File: src/rtl/mem_bus_pkg.sv
// Shared bus definitions for mem_arbiter: address map constants, region
// type, port id type and the address decoder.
package mem_bus_pkg;

    localparam int ADDR_W = 9;
    localparam int DATA_W = 16;
    localparam int RAM_AW = 8;

    localparam logic [ADDR_W-1:0] LED_ADDR = 9'h100;
    localparam logic [ADDR_W-1:0] SW_ADDR  = 9'h140;

    typedef enum logic [1:0] {REG_RAM, REG_LED, REG_SW, REG_NONE} region_t;

    typedef logic port_id_t;
    localparam port_id_t PORT0 = 1'b0;
    localparam port_id_t PORT1 = 1'b1;

    // RAM occupies the whole lower half; the upper half has two single words.
    function automatic region_t decode(input logic [ADDR_W-1:0] a);
        region_t r;
        if (!a[ADDR_W-1])      r = REG_RAM;
        else if (a == LED_ADDR) r = REG_LED;
        else if (a == SW_ADDR)  r = REG_SW;
        else                    r = REG_NONE;
        return r;
    endfunction

endpackage

File: src/rtl/mem_arbiter_arb2.sv
// arb2: two-requester arbiter with a priority pointer register.
// Build option MEM_ARB_ROUND_ROBIN_EN selects round-robin; otherwise
// port 0 has fixed priority (the pointer is held at port 0).
module arb2
    import mem_bus_pkg::*;
(
    input  logic       clk,
    input  logic       reset_n,
    input  logic [1:0] req,
    output logic [1:0] gnt
);

    port_id_t   prio;
    port_id_t   prio_nxt;
    logic [1:0] gnt_raw;

    // Single requester wins outright; on contention the pointer decides.
    always_comb begin
        gnt_raw = 2'b00;
        if (req == 2'b11) gnt_raw[prio] = 1'b1;
        else              gnt_raw = req;
        gnt = reset_n ? gnt_raw : 2'b00;
    end

    // Next priority: hand priority to the port that did not just win.
    always_comb begin
        prio_nxt = prio;
`ifdef MEM_ARB_ROUND_ROBIN_EN
        if (gnt[0])      prio_nxt = PORT1;
        else if (gnt[1]) prio_nxt = PORT0;
`else
        prio_nxt = PORT0;
`endif
    end

    // Priority pointer register, restarts at port 0.
    always_ff @(posedge clk or negedge reset_n) begin
        if (!reset_n) prio <= PORT0;
        else          prio <= prio_nxt;
    end

endmodule

File: src/rtl/mem_arbiter.sv
// mem_arbiter: shares the 256x16 RAM, LED register and switch input
// between the CPU (port 0) and the debug/loader port (port 1).
// One access per cycle, reads answered one cycle after grant.
// Build option: MEM_ARB_ROUND_ROBIN_EN (round-robin instead of fixed
// priority, implemented inside arb2).
module mem_arbiter
    import mem_bus_pkg::*;
#(
    parameter int ADDR_W = mem_bus_pkg::ADDR_W,
    parameter int DATA_W = mem_bus_pkg::DATA_W,
    parameter int RAM_AW = mem_bus_pkg::RAM_AW
) (
    input  logic              clk,
    input  logic              reset_n,
    input  logic [1:0]        req,
    input  logic [1:0]        we,
    input  logic [ADDR_W-1:0] addr0,
    input  logic [ADDR_W-1:0] addr1,
    input  logic [DATA_W-1:0] wdata0,
    input  logic [DATA_W-1:0] wdata1,
    output logic [1:0]        gnt,
    output logic [1:0]        rvalid,
    output logic [DATA_W-1:0] rdata,
    output logic              err,
    output logic [RAM_AW-1:0] ram_addr,
    output logic              ram_we,
    output logic [DATA_W-1:0] ram_wdata,
    input  logic [DATA_W-1:0] ram_rdata,
    output logic [7:0]        led,
    input  logic [7:0]        sw
);

    port_id_t          sel;
    logic              acc;
    logic              we_sel;
    logic [ADDR_W-1:0] addr_sel;
    logic [DATA_W-1:0] wdata_sel;
    region_t           region;
    region_t           eff_region;

    // Response pipeline: {pend, owner, src} plus sampled switches.
    logic              pend;
    port_id_t          owner;
    region_t           src;
    logic [7:0]        sw_q;

    arb2 u_arb (
        .clk     (clk),
        .reset_n (reset_n),
        .req     (req),
        .gnt     (gnt)
    );

    // Steer the winning port onto the shared bus and classify the access.
    // Wrong-direction accesses to LED/switch are treated as unmapped.
    always_comb begin
        acc       = |gnt;
        sel       = gnt[1] ? PORT1 : PORT0;
        we_sel    = we[sel];
        addr_sel  = (sel == PORT1) ? addr1  : addr0;
        wdata_sel = (sel == PORT1) ? wdata1 : wdata0;
        region    = decode(addr_sel);
        eff_region = region;
        if (we_sel && region == REG_SW)   eff_region = REG_NONE;
        if (!we_sel && region == REG_LED) eff_region = REG_NONE;
        ram_addr  = addr_sel[RAM_AW-1:0];
        ram_wdata = wdata_sel;
        ram_we    = acc && we_sel && (eff_region == REG_RAM);
    end

    // Schedule the read response, flag unmapped accesses, update the LEDs.
    always_ff @(posedge clk or negedge reset_n) begin
        if (!reset_n) begin
            pend  <= 1'b0;
            owner <= PORT0;
            src   <= REG_NONE;
            sw_q  <= 8'h00;
            err   <= 1'b0;
            led   <= 8'h00;
        end else begin
            pend  <= acc && !we_sel;
            owner <= sel;
            src   <= eff_region;
            err   <= acc && (eff_region == REG_NONE);
            if (acc && !we_sel && eff_region == REG_SW) sw_q <= sw;
            if (acc && we_sel && eff_region == REG_LED) led <= wdata_sel[7:0];
        end
    end

    // Response data: RAM output is already aligned with the pending cycle.
    always_comb begin
        rvalid = 2'b00;
        rdata  = '0;
        if (pend) begin
            rvalid[owner] = 1'b1;
            case (src)
                REG_RAM: rdata = ram_rdata;
                REG_SW:  rdata = {{(DATA_W-8){1'b0}}, sw_q};
                default: rdata = '0;
            endcase
        end
    end

endmodule

File: config.mk
export PLATFORM = sky130hd
export DESIGN_NAME = mem_arbiter
export DESIGN_NICKNAME = d
export VERILOG_FILES = /design/src/rtl/mem_bus_pkg.sv /design/src/rtl/mem_arbiter_arb2.sv /design/src/rtl/mem_arbiter.sv
export SDC_FILE = /design/constraint.sdc
export NUM_CORES = 1
export LEC_CHECK = 0
export CAP_MARGIN = 20
export CORE_UTILIZATION = 28
export CTS_BUF_LIST = sky130_fd_sc_hd__clkbuf_8
export CTS_CLUSTER_SIZE = 8
export DETAILED_ROUTE_END_ITERATION = 6
export PLACE_DENSITY_LB_ADDON = 0.12
export SLEW_MARGIN = 20
export SYNTH_ARGS = -nofsm -noshare
export SYNTH_HDL_FRONTEND = slang
export SYNTH_SLANG_ARGS = --single-unit
File: constraint.sdc
create_clock -name clk -period 1.5 [get_ports clk]
set_input_delay 0.15 -clock clk [delete_from_list [all_inputs] [get_ports clk]]
set_output_delay 0.15 -clock clk [all_outputs]
set_load 0.02 [all_outputs]
==> qor_table.md, run 1 <==
| Item | This run |
| --- | --- |
| Layout overhead on the synthesized area | 126% |
| Half-perimeter wire length of the detailed placement result | 4120 µm |
| Reported max-cap violation count | 0 |
| Initial DRT Pass Iterations | 4 |
| Post-synthesis instance area | 1450 µm² |
| Met2 Resource Use GR | 38.5% |
| Number of global-route vias before repair | 1895 |
| IR Drop Worst-Case VDD | 0.352 mV |
| Buffer depth of the longest clock path | 2 |
| Average wire per cell in the routed design | 13.6 µm |
| Startpoint class of the critical path | flop |
| Busiest layer in global routing | met2 |
| Number of input and output port buffers inserted | 133 |
| Worst-path maximum fanout | 4 |
| Final worst path period need | 1570 ps |
| Fraction of layout cells with a size suffix above 1 | 35.8% |
| Worst Tran Pin Value | 409 ps |
| Root buffer cell | sky130_fd_sc_hd__clkbuf_8 |
| Switch Pwr | 0.481 mW |
| Net count after synthesis | 259 |
| Number of synthesized register bits | 21 |
| Synthesized area per cell | 8.09 µm² |
| Level count of the clock H-tree | 1 |
| Worst-path cell chain | buf_6 > mux2i_1 > nor2_1 > buf_2 |
| Worst path slowest cell | sky130_fd_sc_hd__dfstp_2 |
| Filler cells | 437 |
| Timing-limited maximum frequency | 637 MHz |
| Internal power | 1.14 mW |
| Gate power share | 40.1% |
| Outcome | complete, but fails checks |
| CP endpoint kind | primary output |
| Final cell utilization of the core | 67.7% |
| Part of the power in registers | 36.5% |
| Final hold slack | 19.5 ps |
| Final net count | 430 |
| Post-layout worst setup margin | -69.9 ps |
| Die outline area | 5470 µm² |
| Sequential fraction of the synthesis area | 36.4% |
| Critical path type | flop to primary output |
| Endpoints failing setup | 8 |
| Clock Skew | 0 ps |
| TritonCTS clock tree | yes |
| Initial drt markers | 35 |
| Largest delay contributor family on the critical path | flip-flops |
| Tightest slew margin relative to the limit | 72.6% |
| Boundary pin count | 134 |
| Residual antenna-violating net count after detailed routing | 0 |
| CP Data Arrival Time | 1420 ps |
| Max incr delay on CP | 610 ps |
| Area occupied by multi-input gates | 1030 µm² |
| Total routing usage reported by global routing | 20.6% |
| Antenna diode count | 0 |
| Clock latency on the worst-skew pair | 260 ps |
| Final routed DRC violation total | 0 |
| Final max-slew violation count | 0 |
| Routed wire length | 5640 µm |
| Count of mapped cells out of synthesis | 179 |
| Number of antenna violations at the first check in global routing | 0 |
| Commonest non-fill, non-tap cells in the layout | sky130_fd_sc_hd__nand2_1 (74), sky130_fd_sc_hd__clkdlybuf4s50_1 (66), sky130_fd_sc_hd__buf_2 (33), sky130_fd_sc_hd__buf_4 (31), sky130_fd_sc_hd__dfrtp_1 (19) |
| Worst EP required | 1350 ps |
| Setup repair after global routing missed its margin | yes |
| Share of power burned in the clock network | 23.4% |
| Clock Sinks | 21 |
| CTS clock-pin slew for the worst setup and hold paths | 80 ps |
| Floorplan die height | 73.9 µm |
| Final critical-path share of the clock period | 105% |
| Power density of the placed cells | 495 nW/µm² |
| Most common cell after layout, fill and taps aside | sky130_fd_sc_hd__nand2_1 |
| Number of placed instances, taps included | 401 |
| Final global-route overflow total | 0 |
| Footprint of the flip-flops and latches | 528 µm² |
| Starting density of the core | 29.9% |
| CTS buffer count | 3 |
| Num rows | 25 |
| Weighted congestion at the end of routability-driven global placement | 0.761 |
| Die W | 73.9 µm |
| Met1 Usage GRT | 24.1% |
| Core region area | 4850 µm² |
| Hold Path Class | primary input to asynchronous set/reset pin |
| Leakage dissipation | 1.63 nW |
| Proportion of total power due to net switching | 29.6% |
| Count of final hold-check violations | 0 |
| Wire length of the first global-routing pass | 8610 µm |
| Netlist cell types | 27 |
| Crit path buffers/inverters | 2 |
| YS warnings | 0 |
| Via count | 1873 |
| Pin count of the biggest net entering global routing | 15 |
| Met3 Track Usage GR | 3.12% |
| Violated checks | negative setup slack |
| Number of standard cells in the final layout excluding fillers | 416 |
| Via density | 4.50 |
-- worst min-delay path, stage by stage --
cell and delay [ps]:
sky130_fd_sc_hd__buf_2 120, sky130_fd_sc_hd__buf_4 150, sky130_fd_sc_hd__buf_4 230
-- cell type report --
class                   count  share of cell area [%]
clock buffers               3                    1.26
clock inverters             1                   0.229
inverters                   1                   0.267
multi-input cells         149                    31.3
flip-flops and latches     21                    16.1
well taps                  67                    2.56
repair buffers            174                    48.3
-- state kept, by name (all words and copies together), names as in the netlist --
register	count
owner	1
led	8
sw_q	8
src	2
pend	1
err	1
-- routing by layer --
| metal | up-vias | wire, µm |
|---|---|---|
| met3 | 2 | 424 |
| met5 | - | 0 |
| met1 | 853 | 2360 |
| li1 | 922 | - |
| met4 | 0 | 35 |
| met2 | 96 | 2830 |
-- power groups by stage --
stage	sequential, mW	combinational [mW]	clock (mW)
after floorplan	0.602	0.212	0
after global placement	0.600	0.657	0
after detailed placement	0.600	0.659	0
after CTS	0.593	0.646	0.391
after global routing	0.594	0.698	0.411
final	0.593	0.651	0.380
-- metrics by stage --
step / power (mW) / cell area [µm²] / setup WS [ps] / setup TNS (ps)
3_5_place_dp: 1.26 / 3120 / -713 / -29650
2_1_floorplan: 0.814 / 1470 / -32.4 / -460
4_1_cts: 1.63 / 3230 / -77.1 / -471
6_report: 1.62 / 3280 / -69.9 / -313
3_3_place_gp: 1.26 / 3120 / -675 / -28970
5_1_grt: 1.70 / 3280 / -130 / -945
-- kinds of logic (layout without fill, tap and decap cells) --
logic type             after synthesis  in the layout  share of synthesized area [%]
buffers and inverters                9            179                           2.76
and+or+nand+nor                    114            114                           35.6
AOI/OAI and AO/OA                    8              8                           5.18
DFF                                 21             21                           36.4
muxes                               27             27                           20.0
-- timing repair --
item | in CTS | in global routing
gates resized for setup | 227 | 16
buffers inserted | 7 | 3
hold buffers | 1 | 0
setup endpoints to repair | 63 | 33
pin swaps | 10 | 6
endpoints found under the hold margin | 7 | 0
cloned | 2 | 0
-- Yosys cell counts --
cell / instances / area [µm²]
sky130_fd_sc_hd__nor2b_1: 6 / 37.5
sky130_fd_sc_hd__clkbuf_1: 6 / 22.5
sky130_fd_sc_hd__nor2_1: 12 / 45.0
sky130_fd_sc_hd__a22oi_1: 1 / 7.51
sky130_fd_sc_hd__mux2_1: 2 / 22.5
sky130_fd_sc_hd__nor4_1: 2 / 12.5
sky130_fd_sc_hd__dfstp_2: 2 / 52.6
sky130_fd_sc_hd__and2_1: 11 / 68.8
sky130_fd_sc_hd__and3_1: 1 / 6.26
sky130_fd_sc_hd__mux2i_1: 11 / 110
sky130_fd_sc_hd__nand3_4: 1 / 17.5
sky130_fd_sc_hd__and3b_1: 1 / 8.76
sky130_fd_sc_hd__nor3b_1: 1 / 7.51
sky130_fd_sc_hd__buf_4: 1 / 7.51
sky130_fd_sc_hd__nand2b_1: 1 / 6.26
sky130_fd_sc_hd__a21oi_1: 2 / 10.0
sky130_fd_sc_hd__mux2_2: 14 / 158
sky130_fd_sc_hd__nand3_2: 1 / 10.0
sky130_fd_sc_hd__o21a_1: 1 / 7.51
sky130_fd_sc_hd__nand3b_1: 1 / 7.51
sky130_fd_sc_hd__o21ai_0: 2 / 10.0
sky130_fd_sc_hd__nand2_1: 74 / 278
sky130_fd_sc_hd__clkinv_2: 1 / 5.00
sky130_fd_sc_hd__nor3_1: 2 / 10.0
sky130_fd_sc_hd__dfrtp_1: 19 / 475
sky130_fd_sc_hd__buf_2: 1 / 5.00
sky130_fd_sc_hd__a211oi_4: 2 / 40.0
-- final timing paths --
| kind | from | to | slack (ps) | cells after the start |
|---|---|---|---|---|
| setup / recovery | src[1] | rdata[6] | -70 | 4 |
| hold / removal | reset_n | led[0] | 20 | 3 |
| setup reg to reg | sw_q[5] | sw_q[5] | 720 | 1 |
| hold reg to reg | sw_q[7] | sw_q[7] | 520 | 1 |
| max in group asynchronous | reset_n | pend | 670 | 3 |
| min in group clk | reset_n | pend | 310 | 3 |
Power figures use the tool's default switching activity.
==> run 2, diff against run 1 <==
--- a/config.mk
+++ b/config.mk
@@ -14,4 +14,5 @@
 export SLEW_MARGIN = 20
 export SYNTH_ARGS = -nofsm -noshare
 export SYNTH_HDL_FRONTEND = slang
+export SYNTH_HIERARCHICAL = 1
 export SYNTH_SLANG_ARGS = --single-unit
==> run 2 against run 1 <==
Effect of this change: the flow still finishes with violations (negative setup slack); critical path depth is 3 higher; area after synthesis is 0.52% lower; sequential power about the same; via count fell by 9.4%; non-clock buffer count unchanged; routed wire length is 4.0% lower; highest routed layer unchanged.
==> qor_table.md, run 2 <==
| Item | This run |
| --- | --- |
| Level count of the clock H-tree | 1 |
| Root buffer cell | sky130_fd_sc_hd__clkbuf_8 |
| Violated checks | negative setup slack |
| Startpoint class of the critical path | primary input |
| Most frequent cell after synthesis | sky130_fd_sc_hd__mux2_2 |
| Weighted congestion at the end of routability-driven global placement | 0.861 |
| Starting density of the core | 29.7% |
| Synth async-reset ratio | 100% |
| CTS buffer count | 3 |
| Number of placed instances, taps included | 351 |
| Average wire per cell in the routed design | 14.8 µm |
| Buffer depth of the longest clock path | 2 |
| Outcome | complete, but fails checks |
| Total routing usage reported by global routing | 19.5% |
| Floorplan die height | 73.8 µm |
| Netlist cell types | 30 |
| CP Data Arrival Time | 1860 ps |
| Worst EP required | 1640 ps |
| Half-perimeter wire length of the detailed placement result | 4010 µm |
| Number of global-route vias before repair | 1700 |
| Endpoints failing setup | 28 |
| Antenna diode count | 0 |
| Worst path slowest cell | sky130_fd_sc_hd__mux2_4 |
| TritonCTS clock tree | yes |
| Count of final hold-check violations | 0 |
| Boundary pin count | 134 |
| Num rows | 25 |
| Wire length of the first global-routing pass | 8140 µm |
| Number of synthesized register bits | 21 |
| Leading area contributor after synthesis | sky130_fd_sc_hd__dfrtp_1 |
| Max incr delay on CP | 340 ps |
| Most common cell after layout, fill and taps aside | sky130_fd_sc_hd__clkdlybuf4s50_1 |
| Most area-consuming cells after synthesis | sky130_fd_sc_hd__dfrtp_1 (33%), sky130_fd_sc_hd__mux2_2 (30%), sky130_fd_sc_hd__mux2i_1 (5.6%) |
| Filler cells | 395 |
| Most common library cells after synthesis | sky130_fd_sc_hd__mux2_2 (39), sky130_fd_sc_hd__dfrtp_1 (19), sky130_fd_sc_hd__nor2_1 (11) |
| Tightest slew margin relative to the limit | 80.3% |
| Post-layout worst setup margin | -221 ps |
| CTS clock-pin slew for the worst setup and hold paths | 80 ps |
| Worst-path maximum fanout | 8 |
| Die W | 73.8 µm |
| Leakage dissipation | 1.52 nW |
| Pin count of the biggest net entering global routing | 22 |
| Residual antenna-violating net count after detailed routing | 0 |
| Setup repair after global routing missed its margin | yes |
| Clock latency on the worst-skew pair | 250 ps |
| Initial drt markers | 31 |
| Number of standard cells in the final layout excluding fillers | 367 |
| Die outline area | 5440 µm² |
| Hold Path Cell Cnt | 5 |
| Final max-slew violation count | 0 |
| Final routed DRC violation total | 0 |
| Final global-route overflow total | 0 |
| YS warnings | 6 |
| CP endpoint kind | flop |
| Cells on worst reg2reg path | 1 |
| Clock Skew | 0 ps |
| Number of antenna violations at the first check in global routing | 0 |
| Clock Sinks | 21 |
| Final cell utilization of the core | 68.1% |
| Final net count | 381 |
| Via density | 4.62 |
| Layout overhead on the synthesized area | 129% |
| Reported max-cap violation count | 0 |
| Hold Path Class | primary input to flop |
| Crit path buffers/inverters | 3 |
| Worst-path cell chain | buf_6 > and3b_2 > buf_4 > mux2_4 > a2111oi_4 > buf_6 > mux2_4 |
| Footprint of the flip-flops and latches | 528 µm² |
| Post-synthesis instance area | 1440 µm² |
| Top_reg_cell synth | sky130_fd_sc_hd__dfrtp_1 |
| Power density of the placed cells | 497 nW/µm² |
| Net count after synthesis | 208 |
| Fraction of layout cells with a size suffix above 1 | 50.0% |
| Final critical-path share of the clock period | 115% |
| Worst slack at placement | -904 ps |
| Timing-limited maximum frequency | 581 MHz |
| Initial DRT Pass Iterations | 4 |
| Number of enable-type register cells in the synthesized netlist | 0 |
| Area occupied by multi-input gates | 1090 µm² |
| Number of stages on the worst setup path | 7 |
| Largest delay contributor family on the critical path | multiplexers |
| Final worst path period need | 1720 ps |
| Synthesized area per cell | 11.3 µm² |
| Count of mapped cells out of synthesis | 128 |
| Core region area | 4850 µm² |
| Commonest non-fill, non-tap cells in the layout | sky130_fd_sc_hd__clkdlybuf4s50_1 (75), sky130_fd_sc_hd__buf_2 (34), sky130_fd_sc_hd__buf_4 (30), sky130_fd_sc_hd__mux2_4 (21) |
| Sequential fraction of the synthesis area | 36.6% |
| Routed wire length | 5420 µm |
| Area fraction of the dominant cell type after synthesis | 33.0% |
| Critical path type | primary input to flop |
| Number of input and output port buffers inserted | 133 |
| Leading registers by flop count | led x8, sw_q x8, src x2 |
| Worst Tran Pin Value | 293 ps |
| IR Drop Worst-Case VDD | 0.537 mV |
| Via count | 1697 |
[run 2: cell count changes after synthesis, sizes merged, moves of 2 or more]
cell / delta
a2111oi: +4
a211oi: -2
a32oi: +2
buf: +2
clkbuf: -4
inv: +3
mux2: +24
mux2i: -3
nand2: -69
nor2b: -4
o21ai: -2
[run 2: power breakdown]
| group | switching (mW) | leakage, nW | internal, mW | total [mW] |
|---|---|---|---|---|
| logic | 0.277 | 1.21 | 0.410 | 0.687 |
| registers | 0.00836 | 0.284 | 0.582 | 0.591 |
| clock network | 0.176 | 0.0255 | 0.185 | 0.361 |
| total | 0.462 | 1.52 | 1.18 | 1.64 |
[run 2: path summary, 6_finish.rpt]
kind | startpoint | to | slack [ps]
setup / recovery | req[0] | led[4] | -220
hold / removal | req[0] | pend | 430
setup reg to reg | led[0] | led[0] | 720
hold reg to reg | sw_q[1] | sw_q[1] | 520
max in group asynchronous | reset_n | src[0] | 740
min in group asynchronous | reset_n | err | 490
[run 2: cells by family (layout without fill, tap and decap cells)]
kind of cell	count (synthesis)	count (layout)	synth area share, %
XOR/XNOR	1	1	0.608
flip-flops	21	21	36.6
multiplexers	48	48	36.8
buffers and inverters	9	181	2.60
AND/OR/NAND/NOR	36	36	13.6
AO/OA/AOI/OAI	13	13	9.72
[run 2: final cells by class]
type / count / area share (%)
Timing Repair Buffer: 174 / 46.5
Multi-Input combinational cell: 98 / 33.2
Sequential cell: 21 / 16.0
Tap cell: 67 / 2.54
Clock buffer: 3 / 1.25
Inverter: 3 / 0.341
Clock inverter: 1 / 0.152
[run 2: repair_timing]
action                                  4_1_cts  5_1_grt
resized for setup                           238       21
pin swaps                                    10        6
buffers inserted                              9        3
hold endpoints to repair                     19        0
endpoints found under the setup margin       65       45
hold buffers                                  1        0
gates cloned                                  1        0
[run 2: per-layer routing]
metal / up-vias / wire length (µm) / global-route usage, %
met5: - / 0 / 0
met4: 0 / 48 / 3.63
met3: 8 / 340 / 4.80
met2: 64 / 2880 / 36.4
met1: 812 / 2150 / 22.5
li1: 813 / - / -
[run 2: stage by stage]
step	cell area (µm²)	hold WS [ps]	setup TNS [ps]	power [mW]
final	3300	427	-3510	1.64
after global routing	3300	435	-4420	1.73
after CTS	3230	421	-2870	1.63
after detailed placement	3080	495	-37740	1.26
after global placement	3080	474	-37150	1.25
after floorplan	1480	-146	-10070	0.833
==> run 3, diff against run 2 <==
--- a/config.mk
+++ b/config.mk
@@ -6,12 +6,12 @@
 export NUM_CORES = 1
 export LEC_CHECK = 0
 export CAP_MARGIN = 20
-export CORE_UTILIZATION = 28
+export CORE_UTILIZATION = 31
 export CTS_BUF_LIST = sky130_fd_sc_hd__clkbuf_8
 export CTS_CLUSTER_SIZE = 8
 export DETAILED_ROUTE_END_ITERATION = 6
 export PLACE_DENSITY_LB_ADDON = 0.12
-export SLEW_MARGIN = 20
+export RECOVER_POWER = 50
 export SYNTH_ARGS = -nofsm -noshare
 export SYNTH_HDL_FRONTEND = slang
 export SYNTH_HIERARCHICAL = 1
==> constraint.sdc (replaced) <==
create_clock -name clk -period 1.85 [get_ports clk]
set_input_delay 0.185 -clock clk [delete_from_list [all_inputs] [get_ports clk]]
set_output_delay 0.185 -clock clk [all_outputs]
set_load 0.02 [all_outputs]
==> run 3 against run 2 <==
Effect of this change: the run now ends clean; via count grew 0.24%; worst setup slack improved by 290 ps; routed wire length is 4.7% lower; clock-buffer cell count is the same; global-route usage is 2.4 points higher; flip-flop and latch count unchanged; final cell count fell by 3.8%; sequential share of layout area increased by 0.39 points; design area fell by 2.4%; critical path type unchanged; largest cell class unchanged; largest power group unchanged.
==> qor_table.md, run 3 (synthesis gave the netlist of run 2 again) <==
| Item | This run |
| --- | --- |
| Outcome | finished clean |
| Proportion of total power due to net switching | 27.2% |
| Part of the power in registers | 37.2% |
| Via count | 1701 |
| Routed wire length | 5160 µm |
| Leakage dissipation | 1.55 nW |
| Core region area | 4410 µm² |
| Internal power | 0.936 mW |
| Weighted congestion at the end of routability-driven global placement | 0.829 |
| Commonest non-fill, non-tap cells in the layout | sky130_fd_sc_hd__clkdlybuf4s50_1 (68), sky130_fd_sc_hd__dlygate4sd2_1 (35), sky130_fd_sc_hd__mux2_2 (34), sky130_fd_sc_hd__buf_4 (32), sky130_fd_sc_hd__dfrtp_1 (19) |
| CTS buffer count | 3 |
| CP Data Arrival Time | 1930 ps |
| Leading registers by flop count | led x8, sw_q x8, src x2 |
| Most common cell after layout, fill and taps aside | sky130_fd_sc_hd__clkdlybuf4s50_1 |
| Initial DRT Pass Iterations | 4 |
| Startpoint class of the critical path | primary input |
| Die W | 70.2 µm |
| Gate power share | 40.8% |
| Max incr delay on CP | 340 ps |
| Worst Tran Pin Value | 763 ps |
| Half-perimeter wire length of the detailed placement result | 3970 µm |
| Reported max-cap violation count | 0 |
| Layout overhead on the synthesized area | 123% |
| Number of global-route vias before repair | 1872 |
| Number of input and output port buffers inserted | 133 |
| Final global-route overflow total | 0 |
| Final max-slew violation count | 0 |
| Level count of the clock H-tree | 1 |
| Antenna diode count | 0 |
| Via density | 4.82 |
| Power density of the placed cells | 399 nW/µm² |
| Worst-path cell chain | clkbuf_1 > and3b_2 > buf_12 > mux2_4 > a2111oi_4 > buf_6 > mux2_2 |
| Clock Skew | 0 ps |
| Worst-path maximum fanout | 8 |
| CP endpoint kind | flop |
| Tightest slew margin relative to the limit | 49.1% |
| Number of standard cells in the final layout excluding fillers | 353 |
| Clock latency on the worst-skew pair | 250 ps |
| Count of final hold-check violations | 0 |
| Cells on worst reg2reg path | 1 |
| Total routing usage reported by global routing | 21.9% |
| Final routed DRC violation total | 0 |
| Worst EP required | 1990 ps |
| Timing-limited maximum frequency | 561 MHz |
| Filler cells | 341 |
| Average wire per cell in the routed design | 14.6 µm |
| IR Drop Worst-Case VDD | 0.374 mV |
| Final cell utilization of the core | 73.0% |
| Hold Path Cell Cnt | 1 |
| Root buffer cell | sky130_fd_sc_hd__clkbuf_8 |
| Worst path slowest cell | sky130_fd_sc_hd__a2111oi_4 |
| Share of power burned in the clock network | 22.0% |
| Setup repair after global routing missed its margin | no |
| Num rows | 24 |
| Die outline area | 4930 µm² |
| Hold Path Class | flop to flop |
| Wire length of the first global-routing pass | 8710 µm |
| Number of placed instances, taps included | 337 |
| Final worst path period need | 1780 ps |
| CTS clock-pin slew for the worst setup and hold paths | 70 ps |
| Fraction of layout cells with a size suffix above 1 | 33.9% |
| Clock Sinks | 21 |
| Final net count | 382 |
| Number of antenna violations at the first check in global routing | 0 |
| Boundary pin count | 134 |
| Floorplan die height | 70.2 µm |
| Residual antenna-violating net count after detailed routing | 0 |
| Switch Pwr | 0.350 mW |
| Critical path type | primary input to flop |
| Starting density of the core | 32.7% |
| Initial drt markers | 27 |
| Buffer depth of the longest clock path | 2 |
| Final critical-path share of the clock period | 96.3% |
| TritonCTS clock tree | yes |
| Endpoints failing setup | 0 |
| Pin count of the biggest net entering global routing | 16 |
-- run 3: changes by cell type in the layout (fill, tap and decap cells not counted), moves of 7 or more --
cell                              before  now
sky130_fd_sc_hd__dlygate4sd2_1        12   35
sky130_fd_sc_hd__buf_2                34    1
sky130_fd_sc_hd__clkdlybuf4s50_1      75   68
sky130_fd_sc_hd__buf_6                15    2
sky130_fd_sc_hd__mux2_2               19   34
sky130_fd_sc_hd__mux2_4               21    5
sky130_fd_sc_hd__dlygate4sd3_1         1   16
-- run 3: cell type report --
class | instances | area [µm²] | share of cell area, %
clock buffers | 3 | 41.3 | 1.28
clock inverters | 1 | 3.75 | 0.117
inverters | 3 | 11.3 | 0.350
multi-input cells | 99 | 945 | 29.3
flip-flops and latches | 21 | 528 | 16.4
well taps | 52 | 65.1 | 2.02
repair buffers | 174 | 1630 | 50.5
-- run 3: worst paths after layout --
kind,start,to,slack [ps]
setup / recovery,req[0],led[4],70
min in group asynchronous,reset_n,led[7],520
hold reg to reg,sw_q[6],sw_q[6],510
setup reg to reg,sw_q[5],sw_q[5],1060
max in group asynchronous,reset_n,owner,710
hold / removal,sw_q[6],sw_q[6],510
-- run 3: per-stage QoR --
| stage | setup TNS (ps) | hold slack (ps) | worst slack [ps] | power (mW) | instance area [µm²] |
|---|---|---|---|---|---|
| 2_1_floorplan | -3000 | -111 | -201 | 0.673 | 1460 |
| 3_3_place_gp | -23130 | 485 | -585 | 1.01 | 3050 |
| 3_5_place_dp | -24100 | 496 | -618 | 1.02 | 3050 |
| 4_1_cts | 0 | 20.9 | 1.22 | 1.31 | 3220 |
| 5_1_grt | 0 | 531 | 20.0 | 1.35 | 3220 |
| 6_report | 0 | 508 | 68.6 | 1.29 | 3220 |
-- run 3: power by group through the flow --
stage / clock [mW] / combinational (mW) / sequential [mW]
6_report: 0.284 / 0.524 / 0.478
5_1_grt: 0.316 / 0.559 / 0.480
4_1_cts: 0.294 / 0.532 / 0.478
3_5_place_dp: 0 / 0.523 / 0.493
3_3_place_gp: 0 / 0.518 / 0.492
2_1_floorplan: 0 / 0.184 / 0.489
-- run 3: layer usage --
metal | vias to the layer above | track usage [%] | wire [µm]
met5 | - | 0 | 0
met4 | 0 | 3.11 | 70
met3 | 10 | 6.93 | 364
met2 | 80 | 41.6 | 2790
met1 | 799 | 24.2 | 1940
li1 | 812 | - | -
-- run 3: worst max-delay path: cells and delay by family --
family,cells,cell delay [ps]
mux,2,660
buf+inv,3,420
simple gates,1,330
compound gates,1,340
-- run 3: timing repair --
action	CTS	global route
setup buffers	9	0
gates cloned	1	0
setup endpoints to repair	60	18
hold buffers	1	1
gates resized for setup	84	12
pin swaps	7	6
hold endpoints to repair	6	13
